==> src/rtl/alu_arb_pkg.sv <==
`default_nettype none
// ============================================================================
// Module   : alu_arb_pkg
// Brief    : Shared types and defaults for the two-port shared-ALU arbiter.
// Revision : 1.0
// ============================================================================
package alu_arb_pkg;

    localparam int c_DEF_WIDTH = 32;
    localparam int c_DEF_SELW  = 4;

    typedef enum logic [1:0] {
        IDLE = 2'd0,
        EXEC = 2'd1,
        DONE = 2'd2
    } state_t;

endpackage : alu_arb_pkg
`default_nettype wire

==> src/rtl/alu_arbiter_rr.sv <==
`default_nettype none
// ============================================================================
// Module   : rr_arbiter2
// Brief    : Combinational two-way round-robin pick; a tie goes to the
//            requester that was not served last.
// Revision : 1.0
// ============================================================================
module rr_arbiter2 (
    input  logic req0,
    input  logic req1,
    input  logic last_ptr,
    output logic gnt_idx,
    output logic any_req
);

    always_comb begin
        any_req = req0 | req1;
        gnt_idx = 1'b0;
        if (req0 && req1) begin
            gnt_idx = ~last_ptr;
        end else if (req1) begin
            gnt_idx = 1'b1;
        end
    end

endmodule : rr_arbiter2
`default_nettype wire

==> src/rtl/alu_arbiter.sv <==
`default_nettype none
// ============================================================================
// Module   : alu_arbiter
// Brief    : Shares one external combinational ALU between two requesters
//            with a three-state IDLE/EXEC/DONE handshake.
// Revision : 1.0
// ============================================================================
module alu_arbiter #(
    parameter int WIDTH = alu_arb_pkg::c_DEF_WIDTH,
    parameter int SELW  = alu_arb_pkg::c_DEF_SELW
) (
    input  logic             pCLK,
    input  logic             pRST,
    input  logic             req0,
    input  logic             req1,
    input  logic [WIDTH-1:0] a0,
    input  logic [WIDTH-1:0] b0,
    input  logic [WIDTH-1:0] a1,
    input  logic [WIDTH-1:0] b1,
    input  logic [SELW-1:0]  sel0,
    input  logic [SELW-1:0]  sel1,
    output logic             gnt0,
    output logic             gnt1,
    output logic             done0,
    output logic             done1,
    output logic [WIDTH-1:0] res0,
    output logic [WIDTH-1:0] res1,
    output logic [WIDTH-1:0] alu_a,
    output logic [WIDTH-1:0] alu_b,
    output logic [SELW-1:0]  alu_sel,
    input  logic [WIDTH-1:0] alu_s,
    output logic             busy
);

    import alu_arb_pkg::*;

    state_t             r_state;
    state_t             w_state_nxt;
    logic               r_idx;
    logic               r_last;
    logic               w_win_idx;
    logic               w_any_req;
    logic               w_accept;
    logic               w_capture;
    logic [WIDTH-1:0]   r_alu_a;
    logic [WIDTH-1:0]   r_alu_b;
    logic [SELW-1:0]    r_alu_sel;
    logic [WIDTH-1:0]   r_res0;
    logic [WIDTH-1:0]   r_res1;

    rr_arbiter2 u_arb (
        .req0     (req0),
        .req1     (req1),
        .last_ptr (r_last),
        .gnt_idx  (w_win_idx),
        .any_req  (w_any_req)
    );

    always_ff @(posedge pCLK) begin
        if (pRST) begin
            r_state <= IDLE;
        end else begin
            r_state <= w_state_nxt;
        end
    end

    // Requests are only looked at in IDLE; EXEC and DONE always advance.
    always_comb begin
        w_state_nxt = r_state;
        w_accept    = 1'b0;
        w_capture   = 1'b0;
        gnt0        = 1'b0;
        gnt1        = 1'b0;
        done0       = 1'b0;
        done1       = 1'b0;
        busy        = 1'b1;
        case (r_state)
            IDLE: begin
                busy = 1'b0;
                if (w_any_req) begin
                    w_accept    = 1'b1;
                    w_state_nxt = EXEC;
                end
            end
            EXEC: begin
                w_capture   = 1'b1;
                gnt0        = ~r_idx;
                gnt1        = r_idx;
                w_state_nxt = DONE;
            end
            DONE: begin
                done0       = ~r_idx;
                done1       = r_idx;
                w_state_nxt = IDLE;
            end
            default: begin
                busy        = 1'b0;
                w_state_nxt = IDLE;
            end
        endcase
    end

    // Pointer resets to 1 so requester 0 takes the first tie.
    always_ff @(posedge pCLK) begin
        if (pRST) begin
            r_alu_a   <= '0;
            r_alu_b   <= '0;
            r_alu_sel <= '0;
            r_res0    <= '0;
            r_res1    <= '0;
            r_idx     <= 1'b0;
            r_last    <= 1'b1;
        end else begin
            if (w_accept) begin
                r_idx  <= w_win_idx;
                r_last <= w_win_idx;
                if (w_win_idx) begin
                    r_alu_a   <= a1;
                    r_alu_b   <= b1;
                    r_alu_sel <= sel1;
                end else begin
                    r_alu_a   <= a0;
                    r_alu_b   <= b0;
                    r_alu_sel <= sel0;
                end
            end
            if (w_capture) begin
                if (r_idx) begin
                    r_res1 <= alu_s;
                end else begin
                    r_res0 <= alu_s;
                end
            end
        end
    end

    assign alu_a   = r_alu_a;
    assign alu_b   = r_alu_b;
    assign alu_sel = r_alu_sel;
    assign res0    = r_res0;
    assign res1    = r_res1;

endmodule : alu_arbiter
`default_nettype wire

==> config.mk <==
export PLATFORM = sky130hd
export DESIGN_NAME = alu_arbiter
export DESIGN_NICKNAME = d
export VERILOG_FILES = /design/src/rtl/alu_arb_pkg.sv /design/src/rtl/alu_arbiter_rr.sv /design/src/rtl/alu_arbiter.sv
export SDC_FILE = /design/constraint.sdc
export NUM_CORES = 1
export LEC_CHECK = 0
export BUFFER_PORTS_ARGS = -buffer_cell sky130_fd_sc_hd__buf_2
export CAP_MARGIN = 20
export CORE_MARGIN = 3
export CORE_UTILIZATION = 40
export DETAILED_ROUTE_END_ITERATION = 12
export GPL_ROUTABILITY_DRIVEN = 0
export HOLD_SLACK_MARGIN = 0.1
export PLACE_DENSITY = 0.86
export SYNTH_ARGS = -nofsm -noshare
export SYNTH_HDL_FRONTEND = slang
export SYNTH_HIERARCHICAL = 1
export SYNTH_SLANG_ARGS = --single-unit
==> constraint.sdc <==
create_clock -name pCLK -period 1.35 [get_ports pCLK]
set_clock_uncertainty 0.1 [all_clocks]
set_input_delay 0.27 -clock pCLK [delete_from_list [all_inputs] [get_ports pCLK]]
set_output_delay 0.27 -clock pCLK [all_outputs]
set_load 0.01 [all_outputs]
==> flow_summary.yaml, run 1 <==
outcome:
  outcome: "complete, but fails checks"
  violations: "negative setup slack"
die:
  fp.dieH_um: 122.9
  start_util_pct: 41.09
  dieArea_mm2: 0.01509
  rows: 42
  die_x_um: 122.9
  coreArea_mm2: 0.01330
  pin_count: 309
power:
  power_leakage_uw: 0.005099
  power.density_mw_per_mm2: 1318
  peakVddDrop_mv: 0.9011
  p_total_uw: 14820
drt:
  vias_per_cell: 5.839
  drc: 0
  route.vias.total: 7124
  drt-total-wl_mm: 31.34
  drt_iter0_drc: 704
  wl_per_cell_um: 25.69
  drtPass1Iterations: 5
  final_antenna_net_count: 0
finish:
  mostFrequentLayoutCell: "buf_2"
  syn2layout_area_growth_pct: 105.9
  final_cell_mix: "298 x buf_2, 94 x dfxtp_1, 61 x a211oi_2, 56 x nand2_4, 54 x dlygate4sd3_1"
  finalNonFillerCells: 1220
  drive_gt1_share_pct: 74.11
  post-route-util_pct: 84.60
  nFillCells: 599
  nets: 1207
synth:
  syn_nets: 787
  ys_warn_count: 6
  synth.distinct_cells: 20
  syn-cell-area_mm2: 0.005463
  ys_ff_latch: 136
  ys_seq_area_share_pct: 49.84
  synth_cells: 610
  syn_area_per_cell_um2: 8.955
worst_setup_path:
  critPathLaunchType: "register"
  cp.arrival_ns: 1.87
  cp_max_fo: 8
  setup.worst_path.end_class: "register"
  worstPathRequired_ns: 1.52
  critPathKind: "register to register"
clock_tree:
  cts_buffer_depth: 2
  clkSinkCount: 136
  clkLatencyLatePin_ns: 0.41
  root_buffer: "clkbuf_16"
  path_clk_slew_ns: 0.06
  cts_tree: "done"
  cts_made_buffers: 17
  h-tree-depth: 4
grt:
  antenna_found_initial: 2
  overflow: 0
  grt.total_usage_pct: 34.03
  grt_max_degree: 76
  grt_pass1_wl_mm: 38.90
  grt_pass1_vias: 7157
timing:
  fin_ws_ns: -0.3499
  clock.fmax_ghz: 0.5883
  drv_slew: 0
  period_minus_slack_ns: 1.700
  period_share_pct: 125.9
  finalHoldViolCount: 0
  slew-limit-headroom_pct: 64.01
  worst_pin_slew_ns: 0.5398
  rsz0062_at_grt: "true"
  setup_viol: 143
place:
  dp_hpwl_mm: 12.54
  dp_cells: 1083
  pre_cts_ws_ns: -0.2236
  io_buffer_count: 308
run:
  drv_cap: 0
min_path:
  hp-class: "input port to register"
## registers in the layout, indices dropped and copies added (netlist names)
register,cells
res1,32
r_last,1
alu_a,32
alu_b,32
res0,32
alu_sel,4
r_idx,1
r_state,2
## metal layers
layer / track usage (%) / vias to the layer above / wire (um)
met5: 0 / - / 24
li1: - / 2942 / -
met2: 58.18 / 666 / 15270
met1: 35.08 / 3303 / 10120
met3: 12.95 / 211 / 3535
met4: 20.85 / 2 / 2387
## cell families after synthesis
family                   synth area share, %
AND/OR/NAND/NOR                        14.64
flip-flops                             49.84
AO/OA/AOI/OAI                          15.62
multiplexers                           12.83
buffers and inverters                  5.933
adder cells (fa/ha/maj)                1.145
## per-stage QoR
step	cell area (um2)	hold WS, ns	TNS [ns]
5_1_grt	11250	0.1216	-31.82
2_1_floorplan	5538	0.3060	0
6_report	11250	0.1318	-24.99
3_5_place_dp	7352	0.3436	-15.02
3_3_place_gp	7352	0.3385	-9.708
4_1_cts	10400	0.1001	-23.13
## worst paths after layout
kind | cells after the start | from | slack [ns] | end
min reg2reg | 2 | res0[24] | 0.35 | res0[24]
min | 3 | sel1[2] | 0.13 | alu_sel[2]
max | 9 | r_state[1] | -0.35 | alu_a[10]
max reg2reg | 9 | r_state[1] | -0.35 | alu_a[10]
## worst max-delay path, stage by stage, from the launching register on
cell,delay (ns)
dfxtp_2,0.34
inv_2,0.05
buf_4,0.13
ha_4,0.16
buf_4,0.13
and2_4,0.19
buf_12,0.15
buf_16,0.14
nor2_2,0.12
a211oi_2,0.06
## timing repair
action | CTS | global route
hold buffers | 54 | 0
gates cloned | 24 | 6
resized for setup | 276 | 266
setup buffers | 28 | 10
pin swaps | 98 | 86
setup endpoints to repair | 138 | 168
endpoints found under the hold margin | 83 | 0
## where the power goes
part | leakage, uW | internal, uW | total (uW) | switching (uW)
combinational | 0.00367 | 2450 | 5040 | 2590
sequential | 0.00113 | 4480 | 4880 | 394
clock | 0.000293 | 3010 | 4910 | 1890
## cell usage after synthesis
library cell / instances / area (um2)
a211oi_1: 67 / 503.0
a211oi_2: 1 / 12.51
a21boi_1: 1 / 7.510
a21oi_1: 66 / 330.3
and2_1: 2 / 12.51
buf_1: 2 / 7.510
buf_12: 2 / 40.04
buf_2: 20 / 100.1
buf_4: 16 / 120.1
clkbuf_1: 11 / 41.29
dfxtp_1: 136 / 2723
ha_1: 5 / 62.56
inv_1: 2 / 7.510
inv_2: 2 / 7.510
mux2i_1: 70 / 700.7
nand2_1: 133 / 499.2
nand2b_1: 2 / 12.51
nor2_1: 70 / 262.8
nor2b_1: 1 / 6.260
or2_1: 1 / 6.260
## final cells by class
class                      instances  area [um2]  area share (%)
clock buffer                      21       460.4           4.093
tap                              176       220.2           1.958
multi-input combinational        420        4041           35.93
timing repair buffer             451        3580           31.82
clock inverter                    11       146.4           1.301
antenna                            1       2.502         0.02225
inverter                           4       20.02          0.1780
sequential                       136        2778           24.69
Note: power is estimated with default switching activity, not from simulation.
==> run 2: changes to the inputs <==
ABC_AREA = 1   (was unset)
PLACE_DENSITY = 0.83   (was 0.86)
==> run 2 against run 1 <==
  * The flow still finishes with violations (negative setup slack)
  * Area after synthesis increased by 13%
  * Routed wire length up 4.7%
  * Global-route usage increased by 1.7 points
  * Critical endpoint is now done0
==> flow_summary.yaml, run 2 <==
finish:
  syn2layout_area_growth_pct: 80.71
  final-seq-area_mm2: 0.002761
  final_cell_mix: "301 x buf_2, 275 x nand2_1, 171 x inv_1, 162 x dlygate4sd3_1, 113 x dfxtp_1"
  nets: 1624
  multi_input_area_mm2: 0.002864
  drive_gt1_share_pct: 34.04
  nFillCells: 850
  finalNonFillerCells: 1645
  mostFrequentLayoutCell: "buf_2"
die:
  start_util_pct: 41.71
  die_x_um: 130.5
  dieArea_mm2: 0.01703
  pin_count: 309
  coreArea_mm2: 0.01486
  fp.dieH_um: 130.5
  rows: 44
clock_tree:
  path_clk_slew_ns: 0.06
  cts_tree: "done"
  root_buffer: "clkbuf_16"
  clkLatencyLatePin_ns: 0.42
  cts_buffer_depth: 2
  h-tree-depth: 4
  clkSinkCount: 136
  cts_made_buffers: 17
drt:
  route.vias.total: 8971
  drc: 0
  drt_iter0_drc: 1006
  wl_per_cell_um: 19.95
  vias_per_cell: 5.453
  final_antenna_net_count: 0
  drtPass1Iterations: 9
  drt-total-wl_mm: 32.81
timing:
  worst_pin_slew_ns: 0.3053
  setup_viol: 143
  rsz0062_at_grt: "true"
  period_share_pct: 126.2
  clock.fmax_ghz: 0.5868
  whs_ns: 0.1091
  fin_ws_ns: -0.3541
  slew-limit-headroom_pct: 79.65
  finalHoldViolCount: 0
  period_minus_slack_ns: 1.704
  drv_slew: 0
worst_setup_path:
  cp_max_fo: 3
  cp.arrival_ns: 1.33
  critPathLaunchType: "register"
  rr_startpoint: "r_state[1]"
  worstPathRequired_ns: 0.98
  r2r_cells: 8
  slowest_stage: "dfxtp_4"
  setup.worst_path.end_class: "output pin"
  rr_endpoint: "alu_sel[2]"
  crit_chain: "inv_2 > buf_6 > ha_4 > inv_2 > nor2_2 > buf_2"
  path_common_cell: "inv_2"
  regToRegSetupSlack_ns: -0.34
  critPathKind: "register to output pin"
  cpPeakStageDelay_ns: 0.35
power:
  p_comb_share_pct: 31.4
  seqPwrFrac_pct: 34.1
  clkPwrFrac_pct: 34.5
  power.density_mw_per_mm2: 1282
  power_switching_uw: 4790
  switching_share_pct: 33.35
  peakVddDrop_mv: 0.8653
  p_int_uw: 9573
  power_leakage_uw: 0.006074
grt:
  grt_pass1_wl_mm: 46.72
  grt_max_degree: 70
  grt.total_usage_pct: 35.77
  overflow: 0
  grt_pass1_vias: 8970
  antenna_found_initial: 1
place:
  dp_cells: 1426
  io_buffer_count: 308
  dp_hpwl_mm: 14.31
synth:
  ys.flop_type: "dfxtp_1"
  ys_warn_count: 6
  yosysTopAreaCell: "dfxtp_1"
  yosys.area_share.adder_pct: 1.009
  syn_nets: 1139
  synth_area_leaders: "dfxtp_1 44%, nand2_1 17%, inv_1 11%"
  synth.most_common_cell: "nand2_1"
  syn_area_per_cell_um2: 6.445
  yosysTopAreaCellShare_pct: 43.92
  yosys-top-cells-count: "276 x nand2_1, 176 x inv_1, 136 x dfxtp_1"
  synth_edf_count: 0
  synthSimpleGateAreaFrac_pct: 30.74
  syn-cell-area_mm2: 0.006200
  synth_async_sr_flop_share_pct: 0
  synth.distinct_cells: 16
  ys_ff_latch: 136
  synth_top_family_by_area: "simple AND/OR/NAND/NOR gates"
  ys_seq_area_share_pct: 43.92
  synth_cells: 962
  synth_xor_area_share_pct: 0
  synth.area.mux_share_pct: 0
  synth_compound_area_share_pct: 8.234
min_path:
  hold_path_depth: 5
  hold-path-endpoint: "alu_b[16]"
  hp-class: "input port to register"
  min_from: "b0[16]"
outcome:
  violations: "negative setup slack"
  outcome: "complete, but fails checks"
run:
  drv_cap: 0
==> run 2: cell types whose count changed in the layout (fill, tap and decap cells not counted), moves of 54 or more <==
cell / change
nand2_1: +236
inv_1: +171
dlygate4sd3_1: +108
nor2_1: +77
nand3_1: +69
a211oi_2: -61
a21oi_1: +54
nand2_4: -54
==> run 2: logic make-up after synthesis <==
| group | count (synthesis) |
|---|---|
| adders and majority gates | 5 |
| DFF | 136 |
| AOI/OAI and AO/OA | 102 |
| and+or+nand+nor | 483 |
| buffers and inverters | 236 |
==> run 2: area by class of cell <==
cell class | instances | share of cell area, %
antenna | 1 | 0.02234
clock buffer | 19 | 4.043
clock inverter | 13 | 1.485
inverter | 179 | 6.087
multi-input combinational | 590 | 25.56
sequential | 136 | 24.65
tap | 184 | 2.055
timing repair buffer | 523 | 36.10
==> run 2: worst max-delay path by stage <==
stage	from	to	slack, ns	cells past startpoint
CTS	r_state[0]	done0	-0.36	6
detailed placement	req0	alu_a[11]	-0.15	8
global placement	req0	alu_a[13]	-0.11	8
global route	r_state[0]	done0	-0.40	6
floorplan	r_state[0]	alu_b[0]	-0.02	7
finish	r_state[0]	done0	-0.35	6
==> run 2: routing by layer <==
layer	vias up	track usage, %	share of wire (%)
li1	3829	-	-
met1	3957	35.74	31
met2	887	60.25	47
met3	298	12.93	13
met4	0	27.89	8.8
met5	-	0	0
==> run 2: worst max-delay path: cells and delay by family, from the launching register on <==
kind / cells / cell delay (ns)
buf+inv: 4 / 0.35
fa+ha+maj: 1 / 0.13
flops: 1 / 0.35
simple gates: 1 / 0.09
==> run 2: timing repair <==
item | CTS | global route
endpoints found under the setup margin | 130 | 163
gates cloned | 8 | 3
hold endpoints to repair | 129 | 0
pin swaps | 6 | 6
gates resized for setup | 119 | 68
hold buffers | 162 | 0
buffers inserted | 12 | 2
==> run 2: power groups by stage <==
stage	clock, uW	sequential, uW	combinational, uW
after floorplan	0	5100	1560
after global placement	0	4860	3070
after detailed placement	0	4870	3130
after CTS	4900	4820	3990
after global routing	5150	4940	4780
final	4950	4900	4510
==> run 2: through the flow <==
step / instance area [um2] / total power (uW) / setup slack [ns] / setup TNS [ns] / util, %
after floorplan: 6206 / 6655 / -0.01775 / -0.4838 / -
after detailed placement: 8046 / 8001 / -0.1459 / -10.56 / 54.13
after CTS: 10920 / 13700 / -0.3615 / -17.02 / 73.48
after global placement: 8046 / 7924 / -0.1051 / -6.869 / 54.13
final: 11200 / 14360 / -0.3541 / -27.45 / 75.37
after global routing: 11200 / 14860 / -0.4009 / -35.57 / 75.37
